==> src/rtl/boot_loader_pkg.sv <==
// Shared CPU package: loader state encoding and machine word width.
// Imported by the loader and by the system FSM that decodes loader status.
package boot_loader_pkg;

  localparam int WORD_W = 16;

  typedef logic [WORD_W-1:0] word_t;

  typedef enum logic [1:0] {
    LD_IDLE  = 2'd0,
    LD_FETCH = 2'd1,
    LD_WRITE = 2'd2,
    LD_DONE  = 2'd3
  } ld_state_t;

  function automatic logic ld_busy(ld_state_t s);
    return (s == LD_FETCH) || (s == LD_WRITE);
  endfunction

endpackage

==> src/rtl/boot_loader.sv <==
// Boot loader: copies a program from a synchronous ROM into RAM, two cycles
// per word (FETCH presents the address, WRITE consumes the ROM data).
//
// Ports:
//   clock, reset      sole clock; async active-high reset
//   start             load request (restarts from IDLE or DONE)
//   rom_addr/rom_data ROM word index out, read data in (1-cycle latency)
//   mem_write/addr/   RAM write strobe, address (BASE_ADDR+index, wraps)
//   mem_write_data    and data (ROM word passed through)
//   busy, done        copy in progress / copy completed (level)
//   word_count        words written by the current/last copy
//   checksum          mod-2^16 sum of the words written
module boot_loader
  import boot_loader_pkg::*;
#(
  parameter int unsigned PROG_WORDS = 16,
  parameter logic [15:0] BASE_ADDR  = 16'h0000,
  parameter logic [15:0] END_MARKER = 16'hFFFF
) (
  input  logic        clock,
  input  logic        reset,
  input  logic        start,
  output logic [15:0] rom_addr,
  input  logic [15:0] rom_data,
  output logic        mem_write,
  output logic [15:0] mem_addr,
  output logic [15:0] mem_write_data,
  output logic        busy,
  output logic        done,
  output logic [15:0] word_count,
  output logic [15:0] checksum
);

  localparam word_t LAST_IDX = word_t'(PROG_WORDS - 1);

  ld_state_t r_state;
  ld_state_t w_next;
  word_t     r_index;
  word_t     r_count;
  word_t     r_sum;

  logic w_launch;
  logic w_marker;
  logic w_write;
  logic w_last;

  assign w_marker = (rom_data == END_MARKER);
  assign w_last   = (r_index == LAST_IDX);

  // Two-process FSM: next state and strobes, defaults first.
  always_comb begin
    w_next   = r_state;
    w_launch = 1'b0;
    w_write  = 1'b0;
    unique case (r_state)
      LD_IDLE, LD_DONE: begin
        if (start) begin
          w_launch = 1'b1;
          w_next   = LD_FETCH;
        end
      end
      LD_FETCH: begin
        w_next = LD_WRITE;
      end
      LD_WRITE: begin
        unique case (1'b1)
          w_marker: w_next = LD_DONE;
          w_last: begin
            w_write = 1'b1;
            w_next  = LD_DONE;
          end
          default: begin
            w_write = 1'b1;
            w_next  = LD_FETCH;
          end
        endcase
      end
      default: w_next = LD_IDLE;
    endcase
  end

  always_ff @(posedge clock or posedge reset) begin
    if (reset) begin
      r_state <= LD_IDLE;
    end else begin
      r_state <= w_next;
    end
  end

  always_ff @(posedge clock or posedge reset) begin
    if (reset) begin
      r_index <= '0;
      r_count <= '0;
      r_sum   <= '0;
    end else if (w_launch) begin
      r_index <= '0;
      r_count <= '0;
      r_sum   <= '0;
    end else if (w_write) begin
      r_index <= r_index + 16'd1;
      r_count <= r_count + 16'd1;
      r_sum   <= r_sum + rom_data;
    end
  end

  assign rom_addr       = r_index;
  assign mem_write      = w_write;
  assign mem_addr       = BASE_ADDR + r_index;
  assign mem_write_data = rom_data;
  assign busy           = ld_busy(r_state);
  assign done           = (r_state == LD_DONE);
  assign word_count     = r_count;
  assign checksum       = r_sum;

endmodule
==> config.mk <==
export PLATFORM = sky130hd
export DESIGN_NAME = boot_loader
export DESIGN_NICKNAME = d
export VERILOG_FILES = /design/src/rtl/boot_loader_pkg.sv /design/src/rtl/boot_loader.sv
export SDC_FILE = /design/constraint.sdc
export NUM_CORES = 1
export LEC_CHECK = 0
export CAP_MARGIN = 40
export CORE_UTILIZATION = 51
export CTS_CLUSTER_DIAMETER = 100
export DETAILED_ROUTE_END_ITERATION = 16
export PLACE_DENSITY = 0.86
export SYNTH_ARGS = -nofsm -noshare
export SYNTH_HDL_FRONTEND = slang
export SYNTH_SLANG_ARGS = --single-unit
==> constraint.sdc <==
create_clock -name clock -period 3.55 [get_ports clock]
set_input_delay 0.5325 -clock clock [delete_from_list [all_inputs] [get_ports clock]]
set_output_delay 0.5325 -clock clock [all_outputs]
set_load 0.005 [all_outputs]
==> results.ini <==
[run_status]
status = finished, final reports clean

[power]
peakVddDrop_mv = 0.335
p_int_uw = 1470
p_per_area_nw_per_um2 = 559
pwr-share-comb_pct = 50.5
switching_share_pct = 39.3
p_switching_uw = 949
clkPwrFrac_pct = 17.1
leakagePower_uw = 0.00182
power_frac_seq_pct = 32.5

[global_route]
overflow = 0
antenna_found_initial = 0
grt_pass1_vias = 2707
grt_usage_pct = 25.5
grt_max_degree = 33
grt_pass1_wl_um = 13200

[placement]
pre_cts_slack_ps = 506
hpwl_um = 6390
portBuffers = 101
gp_congestion = 0.914

[timing]
grt_setup_unrepaired = false
worst_slack_ps = 502
slew_headroom_pct = 65.8
fmax_mhz = 328
setup_viol = 0
maxSlewViolCount = 0
hold_viol = 0
tns_ps = 0
fin_crit_ps = 3050
fin_crit_sh_pct = 85.9
tightestPinTransition_ps = 508
finClkSkew_ps = 10.6

[synthesis]
ys_seq_area_share_pct = 37.8
syn_inst = 381
synthTopCellsByArea = dfrtp_1 38%, ha_1 7.6%, buf_4 7.2%, nor2_1 4.9%, xnor2_1 4.8%
yosys.area.top_type = dfrtp_1
async_reset_ff_share_pct = 100
syn_area_per_cell_sq_um = 8.70
syn_area_sq_um = 3310
ys_ff_latch = 50
synth_top_area_share_pct = 37.8
synth_cell_types = 45
syn-num-nets = 421
synth-edff-count = 0
ys_warn_count = 0
synth-main-ff-cell = dfrtp_1

[clocking]
hold_buffers = 0
htreeDepth = 2
post_cts_resized = 0
ctsRootBufferMaster = clkbuf_8
cts_tree = built
clock_latency_ps = 310
cts.sinks = 50
clk_path_buf_depth = 2
path_clk_slew_ps = 100
postCtsSetupBuffers = 0
cts_buffers = 5

[layout]
multi_input_area_sq_um = 1740
n_antenna_cell = 0
nNetsFinal = 491
nFillCells = 511
final-seq-area_sq_um = 1250
area_growth_pct = 30.2
drive_gt1_share_pct = 4.65
post-route-util_pct = 68.4

[setup_path]
critPathKind = input pin to output pin
critPathMaxFanout = 12
critPathBufInv = 3
critical_path_required_ps = 3020
cp_slowest_cell = clkdlybuf4s50_1
critical-path-top-delay-family = buffers and inverters
max_stage_delay_ps = 550
end_kind = output pin
r2r_slack_ps = 1170
crit_arrival_ps = 2520
cpMostUsedCell = clkdlybuf4s50_1
r2r_end = word_count[15]
rr_startpoint = r_state[0]
crit_path_cell_trace = clkdlybuf4s50_1 -> nand4_1 -> o41ai_4 -> inv_1 -> clkdlybuf4s50_1
worst_setup_path_start_kind = input pin
reg2reg_depth = 8

[die]
die_y_um = 82.6
die_w_um = 82.6
fp.coreArea_sq_um = 6310
rows = 29
pin_count = 102
dieArea_sq_um = 6830
initial_core_util_pct = 52.5

[routing]
ant_nets = 0
dr.first_iter.drc_count = 181
num_vias = 3001
wl_per_cell_um = 15.9
via_per_inst = 5.67
drtPass1Iterations = 4
wl_um = 8410
drcViolationCount = 0

[job]
maxCapViolations = 0

[min_path]
holdCritPathClass = input pin to async pin

sequential cells by signal, summed over array words and instances (netlist names):
signal / cells
r_state: 2
word_count: 16
rom_addr: 16
checksum: 16
per-stage QoR:
step	area, sq um	cells	hold slack [ps]	power [uW]
6_report	4320	529	536	2410
5_1_grt	4320	529	584	2590
4_1_cts	4320	529	544	2420
3_5_place_dp	4200	521	545	2000
3_3_place_gp	4180	520	537	1960
2_1_floorplan	3310	381	518	1530
cell type report:
class / count / area share, %
Multi-Input combinational cell: 275 / 40.4
Inverter: 13 / 1.13
Clock buffer: 5 / 1.59
Sequential cell: 50 / 29.0
Timing Repair Buffer: 106 / 24.6
Clock inverter: 3 / 1.10
Tap cell: 77 / 2.23
cells by family (layout without fill, tap and decap cells):
| family | after synthesis | in the layout | synth area share [%] |
|---|---|---|---|
| simple gates | 142 | 142 | 20.8 |
| compound gates | 80 | 80 | 14.8 |
| buf+inv | 56 | 127 | 10.0 |
| flops | 50 | 50 | 37.8 |
| xor+xnor | 32 | 32 | 8.46 |
| fa+ha+maj | 21 | 21 | 8.15 |
power groups by stage:
| stage | Clock (uW) | Sequential (uW) | Combinational [uW] |
|---|---|---|---|
| floorplan | 0 | 774 | 753 |
| global placement | 0 | 789 | 1170 |
| detailed placement | 0 | 792 | 1210 |
| CTS | 420 | 784 | 1210 |
| global route | 441 | 799 | 1350 |
| finish | 412 | 784 | 1220 |
worst max path at each step:
stage / from / end / depth (start not counted)
3_3_place_gp: rom_data[1] / mem_write / 5
4_1_cts: rom_data[1] / mem_write / 5
6_report: rom_data[1] / mem_write / 5
3_5_place_dp: rom_data[1] / mem_write / 5
2_1_floorplan: rom_data[7] / checksum[10] / 7
5_1_grt: rom_data[1] / mem_write / 5
worst register-to-register path: cells and delay by family (launching register included):
kind                       cells  cell delay (ps)
and+or+nand+nor                2              850
AOI/OAI and AO/OA              3              460
DFF                            1              420
buffers and inverters          2              300
adders and majority gates      1              250
cells in the mapped netlist, drive strengths merged (2+ instances only):
cell type / count
o21ai: 23
and3: 7
nand2: 35
dfrtp: 50
ha: 20
nor2b: 2
o22ai: 2
or3: 7
a21o: 2
a211oi: 7
xnor2: 18
or4: 2
nor4: 2
o2111ai: 2
a21oi: 27
a31oi: 3
o31a: 2
clkbuf: 7
o21a: 3
inv: 13
nand3: 17
a41o: 3
nand4: 7
nor3: 14
o211ai: 2
buf: 36
and4: 2
nor2: 43
xor2: 14
layout by cell type (no fill, tap or decap), types with 12 or more instances in the layout:
cell,count
xnor2_1,18
a21oi_1,27
o21ai_0,23
nand2_1,35
ha_1,20
nand3_1,16
clkdlybuf4s50_1,101
nor2_1,43
xor2_1,14
inv_1,12
dfrtp_1,50
nor3_1,14
per-layer routing:
| metal | vias to the layer above | track usage, % | share of wire [%] |
|---|---|---|---|
| li1 | 1448 | - | - |
| met1 | 1460 | 33.4 | 43 |
| met2 | 87 | 44.0 | 50 |
| met3 | 6 | 4.29 | 5.5 |
| met4 | 0 | 5.52 | 0.94 |
| met5 | - | 0 | 0 |
Note: power is estimated with default switching activity, not from simulation.
